## src/rtl/pipe_stage_ctrl.sv

```systemverilog
// N-stage pipeline sequencer: resolves stall/flush requests into per-stage enable/bubble controls,
// tracks per-stage valid bits and keeps saturating performance counters. Optional single-step debug: DEBUG_STEP_EN.
module pipe_stage_ctrl #(
    parameter int unsigned STAGES = 5,
    parameter int unsigned CNT_W  = 32
) (
    input  logic              clk,
    input  logic              rst,
    input  logic              fetch_valid,
    input  logic [STAGES-1:0] stall_req,
    input  logic [STAGES-1:0] flush_req,
    input  logic              cnt_clr,
`ifdef DEBUG_STEP_EN
    input  logic              debug_en,
    input  logic              debug_step,
`endif
    output logic [STAGES-1:0] stg_en,
    output logic [STAGES-1:0] stg_rst,
    output logic [STAGES-1:0] stg_valid,
    output logic [CNT_W-1:0]  stall_cnt,
    output logic [CNT_W-1:0]  flush_cnt,
    output logic [CNT_W-1:0]  retire_cnt
);

    logic [STAGES-1:0] valid_q, valid_d;
    logic [STAGES-1:0] sq, fq, shift_in;
    logic [CNT_W-1:0]  stall_cnt_q, stall_cnt_d;
    logic [CNT_W-1:0]  flush_cnt_q, flush_cnt_d;
    logic [CNT_W-1:0]  retire_cnt_q, retire_cnt_d;
    int unsigned       stall_idx, flush_idx;
    logic              stall_eff, flush_eff, retire;
    logic              run;

`ifdef DEBUG_STEP_EN
    logic sync1_q, sync2_q, prev_q;

    always_ff @(posedge clk or negedge rst) begin
        if (!rst) begin
            sync1_q <= 1'b0;
            sync2_q <= 1'b0;
            prev_q  <= 1'b0;
        end else begin
            sync1_q <= debug_step;
            sync2_q <= sync1_q;
            prev_q  <= sync2_q;
        end
    end

    assign run = !debug_en || (sync2_q && !prev_q);
`else
    assign run = 1'b1;
`endif

    always_comb begin
        sq        = stall_req & valid_q;
        fq        = flush_req & valid_q;
        stall_idx = 0;
        flush_idx = 0;
        for (int unsigned i = 0; i < STAGES; i++) begin
            if (sq[i]) stall_idx = i;
            if (fq[i]) flush_idx = i;
        end
        // A flush from above the staller kills the staller; otherwise the flusher is held and its flush waits.
        flush_eff = (|fq) && (!(|sq) || flush_idx > stall_idx);
        stall_eff = (|sq) && !flush_eff;

        stg_en  = '1;
        stg_rst = '0;
        for (int unsigned i = 0; i < STAGES; i++) begin
            if (stall_eff && i <= stall_idx)     stg_en[i]  = 1'b0;
            if (stall_eff && i == stall_idx + 1) stg_rst[i] = 1'b1;
            if (flush_eff && i < flush_idx)      stg_rst[i] = 1'b1;
        end
        stg_en = stg_en | stg_rst;
        if (!run) begin
            stg_en  = '0;
            stg_rst = '0;
        end
        if (!rst) begin
            stg_en  = '0;
            stg_rst = '1;
        end

        shift_in = {valid_q[STAGES-2:0], fetch_valid};
        valid_d  = valid_q;
        for (int unsigned i = 0; i < STAGES; i++) begin
            if (stg_rst[i])     valid_d[i] = 1'b0;
            else if (stg_en[i]) valid_d[i] = shift_in[i];
        end

        retire       = valid_q[STAGES-1] && stg_en[STAGES-1];
        stall_cnt_d  = stall_cnt_q;
        flush_cnt_d  = flush_cnt_q;
        retire_cnt_d = retire_cnt_q;
        if (run) begin
            if (cnt_clr) begin
                stall_cnt_d  = '0;
                flush_cnt_d  = '0;
                retire_cnt_d = '0;
            end else begin
                if (stall_eff && stall_cnt_q != '1)  stall_cnt_d  = stall_cnt_q + CNT_W'(1);
                if (flush_eff && flush_cnt_q != '1)  flush_cnt_d  = flush_cnt_q + CNT_W'(1);
                if (retire && retire_cnt_q != '1)    retire_cnt_d = retire_cnt_q + CNT_W'(1);
            end
        end
    end

    always_ff @(posedge clk or negedge rst) begin
        if (!rst) begin
            valid_q      <= '0;
            stall_cnt_q  <= '0;
            flush_cnt_q  <= '0;
            retire_cnt_q <= '0;
        end else begin
            valid_q      <= valid_d;
            stall_cnt_q  <= stall_cnt_d;
            flush_cnt_q  <= flush_cnt_d;
            retire_cnt_q <= retire_cnt_d;
        end
    end

    assign stg_valid  = valid_q;
    assign stall_cnt  = stall_cnt_q;
    assign flush_cnt  = flush_cnt_q;
    assign retire_cnt = retire_cnt_q;

endmodule

```

## config.mk

```make
export PLATFORM = sky130hd
export DESIGN_NAME = pipe_stage_ctrl
export DESIGN_NICKNAME = d
export VERILOG_FILES = /design/src/rtl/pipe_stage_ctrl.sv
export SDC_FILE = /design/constraint.sdc
export NUM_CORES = 1
export LEC_CHECK = 0
export BUFFER_PORTS_ARGS = -buffer_cell sky130_fd_sc_hd__buf_4
export CAP_MARGIN = 20
export CORE_AREA = 2 2 91 137
export DETAILED_ROUTE_END_ITERATION = 8
export DIE_AREA = 0 0 93 139
export HOLD_SLACK_MARGIN = 0.05
export PLACE_DENSITY = 0.88
export RECOVER_POWER = 50
export SYNTH_ARGS = -nofsm -noshare
export SYNTH_HDL_FRONTEND = slang
export SYNTH_SLANG_ARGS = --single-unit
export TNS_END_PERCENT = 20
```

## constraint.sdc

```tcl
create_clock -name clk -period 2.7 [get_ports clk]
set_input_delay 0.135 -clock clk [delete_from_list [all_inputs] [get_ports clk]]
set_output_delay 0.135 -clock clk [all_outputs]
set_load 0.02 [all_outputs]
```

==> run_summary.xml <==
<?xml version="1.0" encoding="UTF-8"?>
<metrics>
  <group name="placed_design">
    <metric name="gp_routability_congestion" unit="">0.9037</metric>
    <metric name="place_worst_setup_slack" unit="ns">-0.04023</metric>
    <metric name="numPlacedInstances" unit="">952</metric>
    <metric name="numPortBuffers" unit="">124</metric>
    <metric name="dpl.hpwl" unit="µm">11310</metric>
    <metric name="placement.cell_area" unit="µm²">7151</metric>
  </group>
  <group name="status">
    <metric name="run_status" unit="">finished with violations</metric>
    <metric name="violated_checks" unit="">setup timing</metric>
  </group>
  <group name="clocking">
    <metric name="cts_tree" unit="">built</metric>
    <metric name="tritoncts.num_buffers" unit="">9</metric>
    <metric name="clk-insertion-delay-late" unit="ns">0.35</metric>
    <metric name="cts.clk_slew.worst_paths" unit="ns">0.07</metric>
    <metric name="clock-sinks" unit="">101</metric>
    <metric name="cts.path.max_buffers" unit="">2</metric>
    <metric name="cts_root_buffer" unit="">clkbuf_16</metric>
    <metric name="cts-htree-levels" unit="">3</metric>
  </group>
  <group name="cells_and_area">
    <metric name="most_common_cell_after_layout_fill_and_taps_aside" unit="">buf_4</metric>
    <metric name="fin_cells" unit="">981</metric>
    <metric name="drive_above_1_share" unit="">0.2669</metric>
    <metric name="antenna_cells" unit="">0</metric>
    <metric name="most-common-layout-cells" unit="">buf_4 (165), dfrtp_1 (98), a21oi_1 (61)</metric>
    <metric name="area_growth_syn_to_layout" unit="%">33.52</metric>
    <metric name="final_area" unit="µm²">7695</metric>
    <metric name="design.final.nets" unit="">844</metric>
    <metric name="fillers" unit="">949</metric>
  </group>
  <group name="timing">
    <metric name="fmax" unit="GHz">0.3554</metric>
    <metric name="period_share" unit="">1.042</metric>
    <metric name="fin_worst_skew" unit="ns">0.007324</metric>
    <metric name="final-max-slew-violation-count" unit="">0</metric>
    <metric name="setup_repair_after_global_routing_missed_its_margin" unit="">true</metric>
    <metric name="hold_violations" unit="">0</metric>
    <metric name="postLayoutSetupSlackWorst" unit="ns">-0.1134</metric>
    <metric name="fin_hold_ws" unit="ns">0.2352</metric>
    <metric name="worst_slew_margin_rel" unit="">0.4336</metric>
    <metric name="finalCriticalPeriod" unit="ns">2.813</metric>
    <metric name="setup_viol" unit="">9</metric>
    <metric name="slew_worst_pin" unit="ns">0.8496</metric>
  </group>
  <group name="setup_path">
    <metric name="critPathMaxStageDelay" unit="ns">0.42</metric>
    <metric name="timing.critical_path.arrival" unit="ns">2.68</metric>
    <metric name="crit_type" unit="">register to output port</metric>
    <metric name="peak_fanout_along_the_critical_path" unit="">4</metric>
    <metric name="cells_on_worst_reg2reg_path" unit="">13</metric>
    <metric name="crit_path_end_kind" unit="">output port</metric>
    <metric name="worst-endpoint-required" unit="ns">2.57</metric>
    <metric name="timing.critical_path.cells" unit="">and2_4 &gt; or2_4 &gt; ha_4 &gt; a211oi_4 &gt; buf_6 &gt; o31ai_4 &gt; buf_6 &gt; or4_4 &gt; nand3_4 &gt; buf_6</metric>
    <metric name="crit_path_top_delay_cell" unit="">dfrtp_2</metric>
    <metric name="cpMostUsedCell" unit="">buf_6</metric>
    <metric name="worst_setup_path_start_kind" unit="">register</metric>
  </group>
  <group name="yosys">
    <metric name="ys.flop_type" unit="">dfrtp_1</metric>
    <metric name="async_reset_ff_frac" unit="">1.000</metric>
    <metric name="post-synth-top-area-cell" unit="">dfrtp_1</metric>
    <metric name="syn_inst" unit="">666</metric>
    <metric name="yosys-top-cells-area" unit="">dfrtp_1 (44%), a21oi_1 (5.6%), or3_1 (4.9%), nand4_1 (4.2%), nand3_1 (4.2%)</metric>
    <metric name="synth_seq_area_share" unit="">0.4386</metric>
    <metric name="edff_count_synth" unit="">0</metric>
    <metric name="netlist-cell-type-count" unit="">47</metric>
    <metric name="ys_ff_latch" unit="">101</metric>
    <metric name="yosysWarnings" unit="">0</metric>
    <metric name="synthesis.area" unit="µm²">5763</metric>
    <metric name="yosys.area.top_type_share" unit="">0.4386</metric>
    <metric name="syn_avg_cell_area" unit="µm²">8.653</metric>
    <metric name="postSynthNetCount" unit="">687</metric>
  </group>
  <group name="run">
    <metric name="cap_violations" unit="">0</metric>
  </group>
  <group name="power">
    <metric name="leakage" unit="nW">3.256</metric>
    <metric name="max-vdd-ir-drop" unit="V">0.0002817</metric>
    <metric name="power_density" unit="nW/µm²">420.3</metric>
  </group>
  <group name="grt">
    <metric name="grt_overflow_total" unit="">0</metric>
    <metric name="initial_antenna_violation_count" unit="">0</metric>
    <metric name="gr-usage-all-layers" unit="">0.2503</metric>
    <metric name="first_global_vias" unit="">5644</metric>
    <metric name="grt_start_max_net_pins" unit="">65</metric>
    <metric name="grt_pass1_wl" unit="µm">26580</metric>
  </group>
  <group name="floorplanning">
    <metric name="floorplan.initialDensity" unit="">0.4896</metric>
    <metric name="num_rows" unit="">49</metric>
    <metric name="ioPinCount" unit="">125</metric>
    <metric name="floorplan.die.height" unit="µm">139</metric>
    <metric name="placeableCoreArea" unit="µm²">11770</metric>
    <metric name="die_w" unit="µm">93</metric>
    <metric name="full_die_area" unit="µm²">12930</metric>
  </group>
  <group name="drt">
    <metric name="detailedRoute.firstIterationViolations" unit="">296</metric>
    <metric name="drc" unit="">0</metric>
    <metric name="drt-total-wl" unit="µm">16090</metric>
    <metric name="firstDrtPassIters" unit="">5</metric>
    <metric name="avgRoutedWirePerCell" unit="µm">16.40</metric>
    <metric name="drtAntennaViolNets" unit="">0</metric>
    <metric name="routed_vias_inst" unit="">5.955</metric>
    <metric name="routed-via-count" unit="">5842</metric>
  </group>
  <group name="min_path">
    <metric name="holdCritPathClass" unit="">input port to register</metric>
    <metric name="min_path_cells" unit="">4</metric>
  </group>
</metrics>
-- cell families (layout without fill, tap and decap cells) --
family / Yosys count / count (layout) / synth area share
mux: 6 / 6 / 0.01151
compound gates: 145 / 145 / 0.1442
flops: 101 / 101 / 0.4386
xor+xnor: 33 / 33 / 0.05015
buf+inv: 42 / 204 / 0.02779
fa+ha+maj: 7 / 7 / 0.01520
simple gates: 332 / 332 / 0.3126
-- cell usage after synthesis (13+ instances only) --
cell type,count
a21oi_1,64
and3_1,14
and4_1,14
clkbuf_1,31
dfrtp_1,101
nand2_1,55
nand3_1,48
nand4_1,39
nor2_1,54
o21ai_0,37
o31ai_1,13
or3_1,45
or4_1,15
xnor2_1,16
xor2_1,17
-- flip-flops by register name (all words and copies together), names as in the netlist --
signal,cells
flush_cnt,32
retire_cnt,32
stall_cnt,32
stg_valid,5
-- report_power, final --
group	total [mW]	internal, mW	leakage (nW)	switching, mW
sequential	1.54	1.52	1.40	0.0190
combinational	0.403	0.169	1.71	0.234
clock	1.29	0.718	0.138	0.572
-- stage by stage --
step | util | total power, mW | setup TNS (ns)
floorplan | - | 1.732 | 0
global placement | 0.6075 | 1.890 | 0
detailed placement | 0.6075 | 1.895 | -0.04023
CTS | 0.6433 | 3.217 | -0.5050
global route | 0.6537 | 3.351 | -6.685
finish | 0.6537 | 3.234 | -0.3531
-- final timing paths --
check | end | slack (ns) | from
hold / removal | stg_valid[1]$_DFFE_PN0P_ | 0.24 | stall_req[1]
max in group asynchronous | retire_cnt[4]$_DFFE_PN0P_ | 0.90 | rst
hold reg to reg | stall_cnt[31]$_DFFE_PN0P_ | 0.57 | stall_cnt[31]$_DFFE_PN0P_
setup reg to reg | flush_cnt[31]$_DFFE_PN0P_ | -0.01 | stg_valid[2]$_DFFE_PN0P_
setup / recovery | stg_rst[2] | -0.11 | stg_valid[4]$_DFFE_PN0P_
min in group asynchronous | stall_cnt[31]$_DFFE_PN0P_ | 0.52 | rst
-- layer usage --
layer	track usage	wire length, µm	part of all wire
met5	0	0	0
met4	0.1060	458	0.028
met3	0.04728	696	0.043
met2	0.4458	8658	0.54
met1	0.2894	6277	0.39
-- cell type report --
class,instances,area [µm²],share of cell area
Multi-Input combinational cell,523,3231,0.4198
Clock buffer,10,229.0,0.02976
Clock inverter,6,63.81,0.008293
Timing Repair Buffer,179,1415,0.1839
Tap cell,153,191.4,0.02488
Sequential cell,101,2531,0.3289
Inverter,9,33.78,0.004390
-- worst max-delay path, delay by kind of cell, from the launching register on --
family,cells,cell delay (ns)
flip-flops,1,0.42
buffers and inverters,3,0.41
adder cells (fa/ha/maj),1,0.23
AND/OR/NAND/NOR,4,0.93
AO/OA/AOI/OAI,2,0.33
-- timing repair --
action,in CTS,in global routing
hold buffers,2,0
setup endpoints to repair,11,50
pin swaps,3,7
endpoints found under the hold margin,38,0
buffers inserted,6,5
gates resized for setup,17,18
(Power assumes the default switching activity.)
